==> src/rtl/riscv_pkg.sv <==
// riscv_pkg: shared RV32I decode constants for the decode stage.
// Holds opcode values, ALUControl / ResultSrc / ImmSrc encodings and the
// packed control bundle produced by the decoder.
package riscv_pkg;

  // Major opcodes handled by the decoder
  localparam logic [6:0] OP_LW  = 7'b0000011;
  localparam logic [6:0] OP_SW  = 7'b0100011;
  localparam logic [6:0] OP_R   = 7'b0110011;
  localparam logic [6:0] OP_I   = 7'b0010011;
  localparam logic [6:0] OP_BEQ = 7'b1100011;
  localparam logic [6:0] OP_JAL = 7'b1101111;

  // ALUControl encodings
  localparam logic [2:0] ALU_ADD = 3'b000;
  localparam logic [2:0] ALU_SUB = 3'b001;
  localparam logic [2:0] ALU_AND = 3'b010;
  localparam logic [2:0] ALU_OR  = 3'b011;
  localparam logic [2:0] ALU_SLT = 3'b101;

  // ResultSrc encodings
  localparam logic [1:0] RES_ALU = 2'b00;
  localparam logic [1:0] RES_MEM = 2'b01;
  localparam logic [1:0] RES_PC4 = 2'b10;

  // ImmSrc encodings
  localparam logic [1:0] IMM_I = 2'b00;
  localparam logic [1:0] IMM_S = 2'b01;
  localparam logic [1:0] IMM_B = 2'b10;
  localparam logic [1:0] IMM_J = 2'b11;

  // funct3 values
  localparam logic [2:0] F3_ADD = 3'b000;
  localparam logic [2:0] F3_SLT = 3'b010;
  localparam logic [2:0] F3_OR  = 3'b110;
  localparam logic [2:0] F3_AND = 3'b111;
  localparam logic [2:0] F3_LSW = 3'b010;
  localparam logic [2:0] F3_BEQ = 3'b000;

  typedef struct packed {
    logic       reg_write;
    logic       mem_write;
    logic       jump;
    logic       branch;
    logic       alu_src;
    logic [1:0] result_src;
    logic [2:0] alu_control;
    logic       illegal;
  } ctrl_t;

endpackage

==> src/rtl/imm_extend.sv <==
// imm_extend: combinational immediate generator for I/S/B/J formats.
// Ports:
//   Instr  [31:7] instruction bits that carry immediate fields
//   ImmSrc [1:0]  format select (IMM_I / IMM_S / IMM_B / IMM_J)
//   ImmExt [31:0] sign-extended immediate
module imm_extend
  import riscv_pkg::*;
(
  input  logic [31:7] Instr,
  input  logic [1:0]  ImmSrc,
  output logic [31:0] ImmExt
);

  always_comb begin
    ImmExt = '0;
    case (ImmSrc)
      IMM_I:   ImmExt = {{20{Instr[31]}}, Instr[31:20]};
      IMM_S:   ImmExt = {{20{Instr[31]}}, Instr[31:25], Instr[11:7]};
      IMM_B:   ImmExt = {{19{Instr[31]}}, Instr[31], Instr[7], Instr[30:25],
                         Instr[11:8], 1'b0};
      IMM_J:   ImmExt = {{11{Instr[31]}}, Instr[31], Instr[19:12], Instr[20],
                         Instr[30:21], 1'b0};
      default: ImmExt = '0;
    endcase
  end

endmodule

==> src/rtl/decode_stage.sv <==
// decode_stage: RV32I instruction-decode stage and ID/EX pipeline register.
// Decodes lw/sw/R-type/I-ALU/beq/jal into controls and an immediate, reads
// the register file through A1/A2 and registers everything into the E side.
//
// Ports:
//   clk, rst                 rising-edge clock, async active-low reset
//   InstrD, PCD, PCPlus4D    instruction, its PC and PC+4 from IF/ID
//   ValidD                   InstrD is a real instruction
//   StallE, FlushE           hazard-unit hold / bubble-insert for ID/EX
//   A1, A2, RD1, RD2         register file read ports
//   RegWriteW, RdW, ResultW  write-back port, used for the bypass
//   *E outputs               ID/EX register contents
//
// Build option: DECODE_WB_BYPASS_EN adds the write-back -> RD1E/RD2E bypass.
// Without it, RD1E/RD2E always take RD1/RD2 and the hazard unit must stall
// one extra cycle when an ID source matches the WB destination.
module decode_stage
  import riscv_pkg::*;
#(
  parameter int XLEN   = 32,
  parameter int REG_AW = 5
) (
  input  logic              clk,
  input  logic              rst,
  input  logic [31:0]       InstrD,
  input  logic [XLEN-1:0]   PCD,
  input  logic [XLEN-1:0]   PCPlus4D,
  input  logic              ValidD,
  input  logic              StallE,
  input  logic              FlushE,
  output logic [REG_AW-1:0] A1,
  output logic [REG_AW-1:0] A2,
  input  logic [XLEN-1:0]   RD1,
  input  logic [XLEN-1:0]   RD2,
  input  logic              RegWriteW,
  input  logic [REG_AW-1:0] RdW,
  input  logic [XLEN-1:0]   ResultW,
  output logic              RegWriteE,
  output logic              MemWriteE,
  output logic              JumpE,
  output logic              BranchE,
  output logic              ALUSrcE,
  output logic [1:0]        ResultSrcE,
  output logic [2:0]        ALUControlE,
  output logic [XLEN-1:0]   RD1E,
  output logic [XLEN-1:0]   RD2E,
  output logic [XLEN-1:0]   ImmExtE,
  output logic [XLEN-1:0]   PCE,
  output logic [XLEN-1:0]   PCPlus4E,
  output logic [REG_AW-1:0] Rs1E,
  output logic [REG_AW-1:0] Rs2E,
  output logic [REG_AW-1:0] RdE,
  output logic              ValidE,
  output logic              IllegalE
);

  logic [6:0] opcode;
  logic [2:0] funct3;
  logic       funct7_b5;

  assign opcode    = InstrD[6:0];
  assign funct3    = InstrD[14:12];
  assign funct7_b5 = InstrD[30];

  assign A1 = InstrD[19:15];
  assign A2 = InstrD[24:20];

  // ---------------------------------------------------------------------
  // Control decode
  // ---------------------------------------------------------------------
  ctrl_t      ctl;
  logic [1:0] imm_src;

  always_comb begin
    ctl     = '0;
    imm_src = IMM_I;
    case (opcode)
      OP_LW: begin
        if (funct3 == F3_LSW) begin
          ctl.reg_write  = 1'b1;
          ctl.alu_src    = 1'b1;
          ctl.result_src = RES_MEM;
        end else begin
          ctl.illegal = 1'b1;
        end
      end
      OP_SW: begin
        imm_src = IMM_S;
        if (funct3 == F3_LSW) begin
          ctl.mem_write = 1'b1;
          ctl.alu_src   = 1'b1;
        end else begin
          ctl.illegal = 1'b1;
        end
      end
      OP_R: begin
        ctl.reg_write = 1'b1;
        case (funct3)
          F3_ADD:  ctl.alu_control = funct7_b5 ? ALU_SUB : ALU_ADD;
          F3_AND:  ctl.alu_control = ALU_AND;
          F3_OR:   ctl.alu_control = ALU_OR;
          F3_SLT:  ctl.alu_control = ALU_SLT;
          default: begin
            ctl.reg_write = 1'b0;
            ctl.illegal   = 1'b1;
          end
        endcase
      end
      OP_I: begin
        // funct7 bit 30 is part of the immediate here, so no sub variant.
        ctl.reg_write = 1'b1;
        ctl.alu_src   = 1'b1;
        case (funct3)
          F3_ADD:  ctl.alu_control = ALU_ADD;
          F3_AND:  ctl.alu_control = ALU_AND;
          F3_OR:   ctl.alu_control = ALU_OR;
          F3_SLT:  ctl.alu_control = ALU_SLT;
          default: begin
            ctl.reg_write = 1'b0;
            ctl.alu_src   = 1'b0;
            ctl.illegal   = 1'b1;
          end
        endcase
      end
      OP_BEQ: begin
        imm_src = IMM_B;
        if (funct3 == F3_BEQ) begin
          ctl.branch      = 1'b1;
          ctl.alu_control = ALU_SUB;
        end else begin
          ctl.illegal = 1'b1;
        end
      end
      OP_JAL: begin
        imm_src        = IMM_J;
        ctl.jump       = 1'b1;
        ctl.reg_write  = 1'b1;
        ctl.result_src = RES_PC4;
      end
      default: ctl.illegal = 1'b1;
    endcase
  end

  logic [31:0] imm_ext;

  imm_extend u_imm_extend (
    .Instr  (InstrD[31:7]),
    .ImmSrc (imm_src),
    .ImmExt (imm_ext)
  );

  // ---------------------------------------------------------------------
  // Operand selection (optional write-back bypass)
  // ---------------------------------------------------------------------
  logic [XLEN-1:0] rd1_d, rd2_d;

`ifdef DECODE_WB_BYPASS_EN
  // The register file writes on the same edge that ID/EX samples, so a
  // matching WB write is forwarded here. x0 is never bypassed.
  logic byp1, byp2;
  assign byp1  = RegWriteW && (RdW != '0) && (RdW == A1);
  assign byp2  = RegWriteW && (RdW != '0) && (RdW == A2);
  assign rd1_d = byp1 ? ResultW : RD1;
  assign rd2_d = byp2 ? ResultW : RD2;
`else
  logic unused_wb;
  assign unused_wb = ^{RegWriteW, RdW, ResultW};
  assign rd1_d = RD1;
  assign rd2_d = RD2;
`endif

  // ---------------------------------------------------------------------
  // ID/EX next-state
  // ---------------------------------------------------------------------
  ctrl_t             ctl_d, ctl_q;
  logic              valid_d, valid_q;
  logic [REG_AW-1:0] rd_d;

  always_comb begin
    ctl_d   = ctl;
    valid_d = ValidD;
    // A bubble must not write, branch, jump or raise illegal.
    if (!ValidD) begin
      ctl_d.reg_write = 1'b0;
      ctl_d.mem_write = 1'b0;
      ctl_d.branch    = 1'b0;
      ctl_d.jump      = 1'b0;
      ctl_d.illegal   = 1'b0;
    end
  end

  // sw and beq have no destination; a zero RdE keeps forwarding quiet.
  assign rd_d = ((opcode == OP_SW) || (opcode == OP_BEQ)) ? '0 : InstrD[11:7];

  logic [XLEN-1:0]   rd1_q, rd2_q, imm_q, pc_q, pc4_q;
  logic [REG_AW-1:0] rs1_q, rs2_q, rdx_q;

  always_ff @(posedge clk or negedge rst) begin
    if (!rst) begin
      ctl_q   <= '0;
      valid_q <= 1'b0;
      rd1_q   <= '0;
      rd2_q   <= '0;
      imm_q   <= '0;
      pc_q    <= '0;
      pc4_q   <= '0;
      rs1_q   <= '0;
      rs2_q   <= '0;
      rdx_q   <= '0;
    end else if (FlushE) begin
      ctl_q   <= '0;
      valid_q <= 1'b0;
      rd1_q   <= '0;
      rd2_q   <= '0;
      imm_q   <= '0;
      pc_q    <= '0;
      pc4_q   <= '0;
      rs1_q   <= '0;
      rs2_q   <= '0;
      rdx_q   <= '0;
    end else if (!StallE) begin
      ctl_q   <= ctl_d;
      valid_q <= valid_d;
      rd1_q   <= rd1_d;
      rd2_q   <= rd2_d;
      imm_q   <= imm_ext;
      pc_q    <= PCD;
      pc4_q   <= PCPlus4D;
      rs1_q   <= A1;
      rs2_q   <= A2;
      rdx_q   <= rd_d;
    end
  end

  assign RegWriteE   = ctl_q.reg_write;
  assign MemWriteE   = ctl_q.mem_write;
  assign JumpE       = ctl_q.jump;
  assign BranchE     = ctl_q.branch;
  assign ALUSrcE     = ctl_q.alu_src;
  assign ResultSrcE  = ctl_q.result_src;
  assign ALUControlE = ctl_q.alu_control;
  assign IllegalE    = ctl_q.illegal;
  assign ValidE      = valid_q;
  assign RD1E        = rd1_q;
  assign RD2E        = rd2_q;
  assign ImmExtE     = imm_q;
  assign PCE         = pc_q;
  assign PCPlus4E    = pc4_q;
  assign Rs1E        = rs1_q;
  assign Rs2E        = rs2_q;
  assign RdE         = rdx_q;

endmodule

==> config.mk <==
export PLATFORM = sky130hd
export DESIGN_NAME = decode_stage
export DESIGN_NICKNAME = d
export VERILOG_FILES = /design/src/rtl/riscv_pkg.sv /design/src/rtl/imm_extend.sv /design/src/rtl/decode_stage.sv
export SDC_FILE = /design/constraint.sdc
export NUM_CORES = 1
export LEC_CHECK = 0
export ABC_AREA = 1
export ABC_CLOCK_PERIOD_IN_PS = 850
export CAP_MARGIN = 40
export CORE_MARGIN = 4
export CORE_UTILIZATION = 30
export DETAILED_ROUTE_END_ITERATION = 10
export SLEW_MARGIN = 20
export SYNTH_ARGS = -nofsm -noshare
export SYNTH_HDL_FRONTEND = slang
export SYNTH_HIERARCHICAL = 1
export SYNTH_SLANG_ARGS = --single-unit
==> constraint.sdc <==
create_clock -name clk -period 0.85 [get_ports clk]
set_input_delay 0.1275 -clock clk [delete_from_list [all_inputs] [get_ports clk]]
set_output_delay 0.1275 -clock clk [all_outputs]
set_load 0.05 [all_outputs]
Word level (Yosys, flattened, before mapping)
Index checks and enable logic that the tools add are counted.
Widths: inputs -> output; s select.
{"block": "word_totals", "reg_bits": 187, "out_inout_bits": 197}
{"block": "classes", "eq_ne": 13, "mux": 44, "n_reduce_logical": 6}
{"operator": "$mux 32", "n": 10}
{"operator": "$pmux 32 s4", "n": 1}
{"operator": "$mux 5", "n": 7}
{"operator": "$mux 11", "n": 2}
{"operator": "$pmux 3 s3", "n": 2}
{"operator": "$eq 7x6->1 const B", "n": 2}
{"operator": "$eq 7x7->1 const B", "n": 2}
{"operator": "$mux 1", "n": 14}
{"operator": "$pmux 3 s4", "n": 1}
{"operator": "$eq 7x2->1 const B", "n": 1}
{"operator": "$eq 7x5->1 const B", "n": 1}
{"operator": "$eq 3x3->1 const B", "n": 2}
{"operator": "$pmux 1 s3", "n": 2}
{"operator": "$pmux 2 s3", "n": 1}
{"operator": "$eq 2x2->1 const B", "n": 2}
{"operator": "$mux 4", "n": 1}
{"operator": "$pmux 1 s4", "n": 1}
{"operator": "$pmux 2 s2", "n": 1}
{"operator": "$reduce_or 2->1", "n": 2}
{"operator": "$reduce_or 4->1", "n": 1}
{"operator": "$eq 3x2->1 const B", "n": 1}
{"operator": "$logic_not 3->1", "n": 1}
{"operator": "$mux 3", "n": 1}
{"operator": "$eq 2x1->1 const B", "n": 1}
{"operator": "other kinds (3)", "n": 3}

Logic depth before layout (Yosys ltp)
{"block": "depth", "word_depth": 7, "ltp_mapped": 11, "mapped_depth_nobuf": 11}

Modules after synthesis
Netlist, hierarchy kept.
{"module": "decode_stage", "instances": 1, "cells_each": 497, "area_per_inst_um2": 6946.7, "seq_area_each_um2": 4679.5}
{"module": "imm_extend", "instances": 1, "cells_each": 61, "area_per_inst_um2": 309.0, "seq_area_each_um2": 0.0}

Worst setup path after synthesis
No wires, ideal clock.
{"block": "synth_path", "kind": "input port to flip-flop", "start": "in InstrD[4]", "end": "reg imm_q[1], in the netlist ImmExtE[1]", "arrival_time_ns": 1.248, "required_ns": 0.729, "setup_slack_ns": -0.519, "stages": 11, "path_buffers": 0, "cell_sequence": "inv_1 -> nand2_1 -> nor2_1 -> nand2_1 -> nand2_1 -> inv_1 -> nand2_1 -> nand2_2 -> nand2_1 -> nand2_1 -> a22o_1"}
{"block": "synth_via", "elab_chain_cells": 6, "elab_cells_between_ends": 11, "classes_between": "6 x eq/ne; 4 x mux; 1 x reduce/logical"}
{"item": "start: declaration", "line": "decode_stage.sv:25", "rtl": "input logic [31:0] InstrD,"}
{"item": "$eq 7x7->1 or $eq 7x6->1 (tied branches)", "line": "decode_stage.sv:77", "rtl": "case (opcode)"}
{"item": "$pmux 2 s3 (*)", "line": "decode_stage.sv:77"}
{"item": "named net imm_src[1]", "line": "decode_stage.sv:72", "rtl": "logic [1:0] imm_src;"}
{"item": "$eq 2x2->1, or another cell as far along", "line": "imm_extend.sv:16", "rtl": "case (ImmSrc)"}
{"item": "$pmux 32 s4 (*)", "line": "imm_extend.sv:16"}
{"item": "named net imm_ext[1]", "line": "decode_stage.sv:144", "rtl": "logic [31:0] imm_ext;"}
{"item": "$mux 32 (*)", "line": "decode_stage.sv:221", "rtl": "end else if (!StallE) begin"}
{"item": "$mux 32 (*)", "line": "decode_stage.sv:210", "rtl": "end else if (FlushE) begin"}
{"item": "end signal: assignment", "line": "decode_stage.sv:226", "rtl": "imm_q <= imm_ext;"}
{"item": "end: declaration", "line": "decode_stage.sv:195", "rtl": "logic [XLEN-1:0] rd1_q, rd2_q, imm_q, pc_q, pc4_q;"}
Mark *: on every way through the listed nets, which the timed path passes. The rest lies on a longest branch. The select of a mux whose other input is x is not followed.
A chain may end at the register's enable or synchronous reset.

Final worst setup path
{"block": "layout_path", "start": "reg ctl_q, in the netlist MemWriteE", "end": "out MemWriteE"}
{"item": "start: declaration", "line": "decode_stage.sv:175", "rtl": "ctrl_t ctl_d, ctl_q;"}
{"item": "start signal: assignment", "line": "decode_stage.sv:222", "rtl": "ctl_q <= ctl_d;"}
{"item": "end: declaration", "line": "decode_stage.sv:39", "rtl": "output logic MemWriteE,"}
No word-level cell between the ends.

==> reports/qor.txt <==
CP max stage cell -> dfrtp_2
DRT iter0 DRCs -> 304
Hold Slack -> 0.01170 ns
Largest net degree at the start of global routing -> 65
Critical Path Sink -> MemWriteE
Cell taking the most area after synthesis -> dfrtp_1
Drc violations -> 0
RSZ-0062 raised after global routing -> true
Top_reg_cell synth -> dfrtp_1
LEAKAGE -> 6.970 nW
Routed Wire Length -> 27,230 um
I/O Buffers -> 361
Antenna viol nets, final -> 0
Via count -> 6,400
Minimum clock period -> 1.159 ns
Async set-reset flop share out of synthesis -> 1.000
Utilization after layout -> 0.6469
Aggregate global routing overflow -> 0
Initial Util -> 0.3073
GRT Util Overall -> 0.1929
Final #Nets -> 1,217
Top fanout value on the critical path -> 2
Fin. Hold Viols -> 0
Drt first pass iters -> 4
Vias per cell -> 4.755
ANT cells -> 0
Post-synthesis instance area -> 7256 um^2
Worst Skew -> 0 ns
CP endpoint kind -> primary output
Reg2reg setup slack -> -0.11 ns
Worst EP arrival -> 1.03 ns
Layout cell share with drive strength beyond 1 -> 0.4946
Drt wl/cell -> 20.23 um
Fill cells -> 1,724
CP startpoint -> MemWriteE
H-tree depth -> 4
R2r startpoint -> PCE[24]
WP data required -> 0.72 ns
Worst setup SP type -> flip-flop
Max Cap Viol -> 0
Setup TNS -> -53.61 ns
Row cnt -> 56
Number of CTS-inserted buffers -> 17
Clock Pin Slew Worst Setup and Hold Paths -> 0.08 ns
Share of the synthesized area in the top cell type -> 0.6449
Die height -> 163.5 um
Syn Nets -> 761
Synth top area cells -> dfrtp_1 (64%), a22o_1 (21%), nand2_1 (3.4%)
Critical-path cell list -> buf_12
Clk sink count -> 187
Initial antenna violation count -> 1
Die area -> 26,740 um^2
Sequential element share of the synthesized area -> 0.6449
Critical path's top delay family -> flip-flops
RR Endpoint -> PCE[24]
Yosys reg bits -> 187
Max-slew headroom -> 0.7416
Clock Root Buffer -> clkbuf_16
Avg Inst Size Synth -> 13.00 um^2
Fmax achieved -> 0.8628 GHz
Synth cell types -> 23
Fin. max-slew vios -> 0
Core area -> 23,610 um^2
Final clock period utilization by the worst path -> 1.364
RePlAce Congestion -> 0.8931
Outcome -> finished, violations left
Post-synth EDFFs -> 0
FF-to-FF path depth -> 3
Worst hold path type -> in2reg
Clock Latency Late Sink -> 0.42 ns
Failing checks -> setup timing
VDD IR-drop max -> 0.001102 V
Slew of the pin with the lowest slew margin -> 0.3870 ns
Post-Synthesis Cells -> 558
Synthesis Warnings -> 6
Final worst slack -> -0.3090 ns
Largest stage delay, worst path -> 0.45 ns
Die Wd -> 163.5 um
Worst setup path category -> reg2out
DPL Wire Length -> 19,380 um
Final setup vio count -> 236
Layout area overhead -> 110.5%
First-pass GRT wire length -> 40,080 um
Crit path depth -> 1
Critical path buffers and inverters -> 1
CTS max path bufs -> 2
TritonCTS clock tree -> done
Vias in the first global route -> 6,850
Power density over cell area -> 1619 nW/um^2
I/O pin cnt -> 400
==> registers in the layout (all words and copies together) (netlist names), 3 cells and up <==
name and count:
Rs1E 5, RD1E 32, RD2E 32, Rs2E 5
RdE 5, ALUControlE 3, PCPlus4E 32, PCE 32
ImmExtE 32
==> placed cells by master (no fill, tap or decap), drive strengths merged, types with 4 or more instances in the layout <==
cell             n
clkdlybuf4s50  140
clkinv           4
inv             19
o21ai            6
nor2            16
dlygate4sd2      6
nand3           15
a32o             5
nand4            4
dfrtp          187
clkinvlp         4
a22o           170
clkbuf          29
nand2           67
clkdlybuf4s15    6
buf            340
==> where the power goes <==
group	internal (mW)	leakage (nW)	total, mW	switching [mW]
registers	9.39	2.41	9.94	0.550
logic	3.53	4.29	6.71	3.18
clock network	4.31	0.276	8.07	3.77
total	17.2	6.97	24.7	7.50
==> logic make-up after synthesis <==
family / count (synthesis) / share of synthesized area
and+or+nand+nor: 105 / 0.06001
AOI/OAI and AO/OA: 184 / 0.2192
DFF: 187 / 0.6449
buffers and inverters: 82 / 0.07587
==> repair_timing <==
| action | in CTS | in global routing |
|---|---|---|
| hold endpoints to repair | 187 | 0 |
| setup buffers | 43 | 27 |
| pin swaps | 34 | 18 |
| hold buffers | 1 | 0 |
| cloned | 3 | 5 |
| resized for setup | 99 | 69 |
| setup endpoints to repair | 384 | 319 |
==> area by class of cell <==
class                   count  area [um^2]  area share
clock inverters            12        133.9    0.008765
inverters                  14        82.58    0.005406
multi-input cells         289         2298      0.1505
well taps                 319        399.1     0.02613
repair buffers            503         7136      0.4672
flip-flops and latches    187         4755      0.3113
clock buffers              20        456.7     0.02990
repair inverters            2        13.76   0.0009011
==> synthesized netlist by cell type, types with 2 or more instances <==
master / count
nor2_1: 15
clkbuf_1: 5
o21ai_0: 6
o31ai_1: 2
buf_6: 13
dfrtp_1: 187
buf_4: 28
a22o_1: 170
nand3_1: 15
nand4_1: 4
buf_2: 21
inv_1: 12
nand2_1: 66
a32o_1: 5
==> how the worst min path moves through the flow <==
stage,from,endpoint,cells past startpoint
finish,StallE,ALUControlE[0],4
global route,StallE,ALUControlE[0],4
CTS,InstrD[22],Rs2E[2],2
detailed placement,rst,PCPlus4E[7],1
global placement,rst,PCPlus4E[7],1
floorplan,rst,ALUControlE[0],0
==> metrics by stage <==
step           cells  worst slack, ns  power [mW]  area, um^2
5_1_grt         1346          -0.3511       25.61       15270
4_1_cts         1319          -0.3343       24.70       14750
6_report        1346          -0.3090       24.72       15270
3_5_place_dp    1240           -1.040       16.41       13670
2_1_floorplan    558          -0.3197       12.55        7483
3_3_place_gp    1240           -1.000       16.36       13670
==> routing by layer <==
layer  up-vias  global-route usage  share of wire
met5         -                   0        0.00048
met4         2             0.05719          0.020
met3        31             0.06233          0.078
met2       246              0.3255           0.50
met1      3184              0.2372           0.40
li1       2937                   -              -
==> worst min-delay path, delay by kind of cell <==
| family | cells | cell delay, ns |
|---|---|---|
| buffers and inverters | 2 | 0.15 |
| and+or+nand+nor | 2 | 0.12 |
Note: power is estimated with default switching activity, not from simulation.
